==> config.mk <==
export PLATFORM = sky130hd
export DESIGN_NAME = cdb_arbiter
export DESIGN_NICKNAME = d
export VERILOG_FILES = /design/src/rtl/cdb_arbiter.sv
export SDC_FILE = /design/constraint.sdc
export NUM_CORES = 1
export LEC_CHECK = 0
export CAP_MARGIN = 20
export CORE_MARGIN = 1.5
export CORE_UTILIZATION = 40
export DETAILED_ROUTE_END_ITERATION = 10
export PLACE_DENSITY = 0.69
export SLEW_MARGIN = 10
export SYNTH_ARGS = -nofsm -noshare
export SYNTH_HDL_FRONTEND = slang
export SYNTH_SLANG_ARGS = --single-unit
==> constraint.sdc <==
create_clock -name clk -period 6.1 [get_ports clk]
set_clock_uncertainty 0.2 [all_clocks]
set_input_delay 1.22 -clock clk [delete_from_list [all_inputs] [get_ports clk]]
set_output_delay 1.22 -clock clk [all_outputs]
set_load 0.05 [all_outputs]
==> src/rtl/cdb_arbiter.sv <==
`default_nettype none
// ============================================================================
// Module      : cdb_arbiter
// Description : Common data bus (CDB) arbiter. Each of N execution units
//               owns a one-entry hold buffer for its {tag, data} result. A
//               round-robin arbiter picks one full buffer per cycle and
//               registers it onto the broadcast outputs, which fan out to
//               every reservation station and the ROB.
// Revision    : 1.0  initial release
// ----------------------------------------------------------------------------
// Parameters
//   N         number of requesters (>= 2); index 0 wins first after reset
//   TAG_W     tag width
//   DATA_W    data width
//   TAG_FREE  tag value meaning "no producer"; such results are swallowed
// Ports
//   clk        in   rising-edge clock
//   rst        in   synchronous reset, active-low (0 = reset)
//   flush      in   mispredict flush; drops every pending result
//   req_valid  in   [N]          requester i offers a result
//   req_tag    in   [N*TAG_W]    requester i at [i*TAG_W +: TAG_W]
//   req_data   in   [N*DATA_W]   requester i at [i*DATA_W +: DATA_W]
//   req_ready  out  [N]          hold buffer i can take a result this cycle
//   enCDBwrt   out  broadcast valid (one cycle per broadcast)
//   CDBTag     out  broadcast tag (TAG_FREE when idle)
//   CDBData    out  broadcast data (holds last value when idle)
//   stall_cnt  out  [16] contention cycle counter, only with
//                   CDB_ARB_STATS_EN defined
// Build option
//   CDB_ARB_STATS_EN : adds stall_cnt, a saturating count of cycles in which
//                      more than one hold buffer was full.
// ============================================================================
module cdb_arbiter #(
  parameter int N        = 3,
  parameter int TAG_W    = 5,
  parameter int DATA_W   = 32,
  parameter int TAG_FREE = 0
) (
  input  logic                clk,
  input  logic                rst,
  input  logic                flush,
  input  logic [N-1:0]        req_valid,
  input  logic [N*TAG_W-1:0]  req_tag,
  input  logic [N*DATA_W-1:0] req_data,
  output logic [N-1:0]        req_ready,
  output logic                enCDBwrt,
  output logic [TAG_W-1:0]    CDBTag,
  output logic [DATA_W-1:0]   CDBData
`ifdef CDB_ARB_STATS_EN
  ,
  output logic [15:0]         stall_cnt
`endif
);

  localparam int                 c_PTR_W    = (N > 1) ? $clog2(N) : 1;
  localparam logic [TAG_W-1:0]   c_TAG_FREE = TAG_W'(TAG_FREE);

  // --------------------------------------------------------------------------
  // State
  // --------------------------------------------------------------------------
  logic [N-1:0]        r_full;
  logic [TAG_W-1:0]    r_buf_tag  [N];
  logic [DATA_W-1:0]   r_buf_data [N];
  logic [c_PTR_W-1:0]  r_ptr;

  logic                r_cdb_en;
  logic [TAG_W-1:0]    r_cdb_tag;
  logic [DATA_W-1:0]   r_cdb_data;

  // --------------------------------------------------------------------------
  // Combinational signals
  // --------------------------------------------------------------------------
  logic [TAG_W-1:0]    w_in_tag  [N];
  logic [DATA_W-1:0]   w_in_data [N];
  logic [N-1:0]        w_tag_free;
  logic [N-1:0]        w_accept;
  logic [N-1:0]        w_grant;
  logic                w_gnt_any;
  logic [TAG_W-1:0]    w_sel_tag;
  logic [DATA_W-1:0]   w_sel_data;
  logic [c_PTR_W-1:0]  w_ptr_nxt;

  // Unpack the flattened request buses and qualify each handshake.
  // A TAG_FREE result still completes the handshake (ready is honoured) but
  // is not written, so it can never reach the bus.
  generate
    for (genvar gi = 0; gi < N; gi++) begin : g_req
      assign w_in_tag[gi]   = req_tag[gi*TAG_W +: TAG_W];
      assign w_in_data[gi]  = req_data[gi*DATA_W +: DATA_W];
      assign w_tag_free[gi] = (w_in_tag[gi] == c_TAG_FREE);
      assign w_accept[gi]   = req_valid[gi] & req_ready[gi] & ~w_tag_free[gi];
    end
  endgenerate

  // A buffer being drained this cycle frees up at the same edge, so it can
  // take a new result back-to-back. Ready depends only on registered state.
  assign req_ready = ~r_full | w_grant;

  // --------------------------------------------------------------------------
  // Round-robin grant: first full buffer at or after r_ptr, wrapping at N.
  // Built purely from registered state so the grant is glitch-free and has
  // no path from the request inputs.
  // --------------------------------------------------------------------------
  always_comb begin
    int j;
    w_grant   = '0;
    w_gnt_any = 1'b0;
    j         = 0;
    for (int k = 0; k < N; k++) begin
      j = int'(r_ptr) + k;
      if (j >= N) begin
        j = j - N;
      end
      for (int i = 0; i < N; i++) begin
        if (!w_gnt_any && (j == i) && r_full[i]) begin
          w_grant[i] = 1'b1;
          w_gnt_any  = 1'b1;
        end
      end
    end
  end

  // One-hot AND-OR mux of the granted entry, plus the pointer that follows
  // the winner so it drops to lowest priority on the next round.
  always_comb begin
    w_sel_tag  = '0;
    w_sel_data = '0;
    w_ptr_nxt  = r_ptr;
    for (int i = 0; i < N; i++) begin
      if (w_grant[i]) begin
        w_sel_tag  = w_sel_tag  | r_buf_tag[i];
        w_sel_data = w_sel_data | r_buf_data[i];
        w_ptr_nxt  = (i == N - 1) ? '0 : c_PTR_W'(i + 1);
      end
    end
  end

  // --------------------------------------------------------------------------
  // Hold buffers. Accept takes precedence over the drain so that a
  // same-edge grant and accept on one index broadcasts the old entry and
  // keeps the new one. Payload registers need no reset: r_full gates them.
  // --------------------------------------------------------------------------
  always_ff @(posedge clk) begin
    for (int i = 0; i < N; i++) begin
      if (!rst) begin
        r_full[i] <= 1'b0;
      end else if (flush) begin
        r_full[i] <= 1'b0;
      end else if (w_accept[i]) begin
        r_full[i]     <= 1'b1;
        r_buf_tag[i]  <= w_in_tag[i];
        r_buf_data[i] <= w_in_data[i];
      end else if (w_grant[i]) begin
        r_full[i] <= 1'b0;
      end
    end
  end

  // --------------------------------------------------------------------------
  // Broadcast registers and round-robin pointer. A flush suppresses the
  // pending grant but leaves the pointer alone; whatever was already on the
  // bus during the flush cycle has been seen by the consumers.
  // --------------------------------------------------------------------------
  always_ff @(posedge clk) begin
    if (!rst) begin
      r_ptr      <= '0;
      r_cdb_en   <= 1'b0;
      r_cdb_tag  <= c_TAG_FREE;
      r_cdb_data <= '0;
    end else if (flush) begin
      r_cdb_en   <= 1'b0;
      r_cdb_tag  <= c_TAG_FREE;
    end else if (w_gnt_any) begin
      r_cdb_en   <= 1'b1;
      r_cdb_tag  <= w_sel_tag;
      r_cdb_data <= w_sel_data;
      r_ptr      <= w_ptr_nxt;
    end else begin
      r_cdb_en   <= 1'b0;
      r_cdb_tag  <= c_TAG_FREE;
    end
  end

  assign enCDBwrt = r_cdb_en;
  assign CDBTag   = r_cdb_tag;
  assign CDBData  = r_cdb_data;

`ifdef CDB_ARB_STATS_EN
  // --------------------------------------------------------------------------
  // Contention counter: a cycle counts when two or more buffers are full,
  // i.e. at least one result is waiting behind another. Survives flushes.
  // --------------------------------------------------------------------------
  logic [15:0] r_stall_cnt;
  logic        w_contend;

  assign w_contend = ($countones(r_full) > 1);

  always_ff @(posedge clk) begin
    if (!rst) begin
      r_stall_cnt <= '0;
    end else if (w_contend && (r_stall_cnt != 16'hFFFF)) begin
      r_stall_cnt <= r_stall_cnt + 16'd1;
    end
  end

  assign stall_cnt = r_stall_cnt;
`endif

endmodule
`default_nettype wire

==> flow_summary.toml <==
[pwr]
swShare = 0.226
ir_worst_vdd_uv = 212
p_sw_uw = 583
fin_total_pwr_mw = 2.58
powerDensity_nw_per_um2 = 333
p_leak_nw = 2.57
p_comb_frac = 0.109
p_int_mw = 1.99
seqPwrFrac = 0.460
clockPowerShare = 0.431

[sta]
hold_viol_final = 0
finalCritPeriodShare = 0.705
setup_viol = 0
maxSlewHeadroom = 0.526
drv_slew = 0
setup_ws_ns = 1.80
whs_ns = 0.307
tightestPinTransition_ns = 0.711
layout_min_cycle_time_ns = 4.30
rsz0062_at_grt = "no"
max_freq_mhz = 232
final.setup.tns_ns = 0

[global_route]
grt.busiest_layer = "met2"
met1_usage = 0.236
grt-ovfl-total = 0
use_met3 = 0.0560
grt_max_degree = 40
grt_pass1_wl_mm = 20.6
met2_usage = 0.330
grt_pass1_vias = 3928
grt_use_total = 0.195
antenna_found_initial = 0

[die]
fp.dieArea_um2 = 14000
start_util = 0.406
die_h_um = 118
io_pins = 158
die_w_um = 118
core_area_um2 = 13100
num_rows = 42

[synth]
syn_nets = 453
syn_avg_cell_area_um2 = 16.0
synth_cells = 334
ys_warn_count = 0
yosys.cell_types.count = 27
netlist_area_um2 = 5330
ys_seq_elements = 154
yosysSeqAreaShare = 0.786

[critical_path]
arrival_ns = 2.88
required_ns = 4.68
cp-start-kind = "flop"
critical_path.endpoint_type = "output pin"
path_class = "flop to output pin"
cp_max_fo = 39

[route]
via_per_inst = 5.29
wirelength_mm = 13.0
ant_nets = 0
first_pass_iters = 6
wl_per_cell_um = 19.1
drc = 0
vias = 3613
drt_iter0_drc = 415

[placement]
place.gp.congestion = 0.748
dpl.hpwl_mm = 8.14
io_buffers = 157
pre_cts_ws_ns = 2.22

[job]
maxCapViolations = 0

[cells_and_area]
nFillCells = 1040
diodes = 0
fin_nets = 613
syn2layout_area_growth_pct = 45.0
layout-drive-gt1-share = 0.0868

[clocking]
cts_made_buffers = 17
cts_tree = "yes"
clk_latency_ns = 0.42
post_cts_buffers = 0
post_cts_resized = 0
cts-root-buf = "clkbuf_16"
cts-htree-levels = 4
cts_hold_buffers = 0
path_clk_slew_ns = 0.06
clk_path_buf_depth = 2
cts_sinks = 154

[worst_hold_path]
min_path_type = "flop to flop"

[status]
status = "completed"
[final timing paths]
check,from,endpoint,depth (start not counted),slack (ns)
min,r_buf_tag[0][12],CDBTag[2],2,0.31
max reg2reg,r_ptr[1],r_buf_data[0][15],8,3.20
min reg2reg,r_buf_tag[0][12],CDBTag[2],2,0.31
max,r_ptr[1],req_ready[0],7,1.80
[cells in the final DEF (no fill, tap or decap)]
| master | netlist | routed |
|---|---|---|
| clkdlybuf4s50_1 | 0 | 157 |
| clkinvlp_4 | 0 | 3 |
| clkbuf_8 | 0 | 1 |
| and3b_1 | 1 | 1 |
| bufinv_16 | 0 | 4 |
| a222oi_1 | 37 | 37 |
| nand2b_1 | 8 | 8 |
| o21a_2 | 0 | 1 |
| inv_8 | 0 | 1 |
| or4_1 | 3 | 3 |
| nor2_1 | 8 | 7 |
| clkinv_4 | 0 | 3 |
| clkbuf_1 | 11 | 2 |
| o21ai_0 | 37 | 37 |
| nor4_1 | 1 | 1 |
| inv_1 | 4 | 4 |
| o21a_1 | 2 | 1 |
| a211oi_4 | 0 | 1 |
| clkbuf_16 | 0 | 17 |
| buf_4 | 2 | 8 |
| nor3b_2 | 0 | 2 |
| or3_1 | 1 | 1 |
| o21ai_4 | 0 | 1 |
| mux2i_1 | 1 | 1 |
| o32ai_1 | 1 | 1 |
| nand2_1 | 4 | 4 |
| ha_1 | 2 | 2 |
| a21oi_1 | 40 | 40 |
| dfxtp_1 | 43 | 43 |
| nand3b_1 | 1 | 1 |
| nor2_4 | 0 | 1 |
| edfxtp_1 | 111 | 111 |
| o31ai_1 | 1 | 1 |
| inv_6 | 0 | 1 |
[layer usage]
| layer | share of wire | wire, um | vias up |
|---|---|---|---|
| li1 | - | - | 1683 |
| met1 | 0.41 | 5290 | 1755 |
| met2 | 0.51 | 6630 | 154 |
| met3 | 0.069 | 905 | 21 |
| met4 | 0.017 | 217 | 0 |
| met5 | 0 | 0 | - |
[metrics by stage]
stage	cell area, um2	utilization	instances
global placement	7100	0.540	651
floorplan	5330	-	334
detailed placement	7100	0.540	651
CTS	7730	0.589	683
global route	7730	0.589	683
finish	7730	0.589	683
[cell families (layout without fill, tap and decap cells)]
logic type	count (synthesis)	in the layout	share of synthesized area
compound gates	120	120	0.150
fa+ha+maj	2	2	0.00469
buf+inv	28	201	0.0267
flops	154	154	0.786
mux	1	1	0.00188
simple gates	29	29	0.0303
[flip-flops by register name, indices dropped and copies added, names as in the netlist]
signal / count
r_full: 3
CDBTag: 5
r_ptr: 2
r_buf_data: 96
enCDBwrt: 1
r_buf_tag: 15
CDBData: 32
[area by class of cell]
type / count / area (um2) / share of cell area
sequential: 154 / 4190 / 0.542
timing repair buffer: 165 / 1630 / 0.211
multi-input combinational: 152 / 1040 / 0.134
clock buffer: 20 / 447 / 0.0577
tap: 176 / 220 / 0.0285
clock inverter: 12 / 189 / 0.0244
inverter: 4 / 15.0 / 0.00194
[power groups by stage]
stage	registers (mW)	logic (mW)	clock network, mW
after floorplan	1.27	0.0754	0
after global placement	1.21	0.277	0
after detailed placement	1.21	0.282	0
after CTS	1.19	0.283	1.13
after global routing	1.19	0.298	1.18
final	1.19	0.280	1.11
[synth_stat cells]
master | count | share of area
nand3b_1 | 1 | 0.0014
clkbuf_1 | 11 | 0.0077
o31ai_1 | 1 | 0.0014
edfxtp_1 | 111 | 0.63
a21oi_1 | 40 | 0.038
o21ai_1 | 1 | 0.00094
dfxtp_1 | 43 | 0.16
buf_4 | 2 | 0.0028
nor4_1 | 1 | 0.0012
nor2_1 | 8 | 0.0056
a211oi_1 | 1 | 0.0014
and3b_1 | 1 | 0.0016
o21a_1 | 2 | 0.0028
or4_1 | 3 | 0.0042
o21ai_0 | 37 | 0.035
buf_2 | 6 | 0.0056
a222oi_1 | 37 | 0.069
nor3b_1 | 2 | 0.0028
mux2i_1 | 1 | 0.0019
buf_1 | 2 | 0.0014
buf_6 | 3 | 0.0063
ha_1 | 2 | 0.0047
nand2b_1 | 8 | 0.0094
o32ai_1 | 1 | 0.0016
inv_1 | 4 | 0.0028
nand2_1 | 4 | 0.0028
or3_1 | 1 | 0.0012
[worst max-delay path, cell delays in order (launching register included)]
cell and delay (ns):
dfxtp_1 0.35, inv_1 0.06, ha_1 0.26, mux2i_1 0.19, o21ai_4 0.15, buf_4 0.42, nand2b_1 0.21, clkdlybuf4s50_1 0.81
No activity file was read; power rests on OpenSTA's default activity.
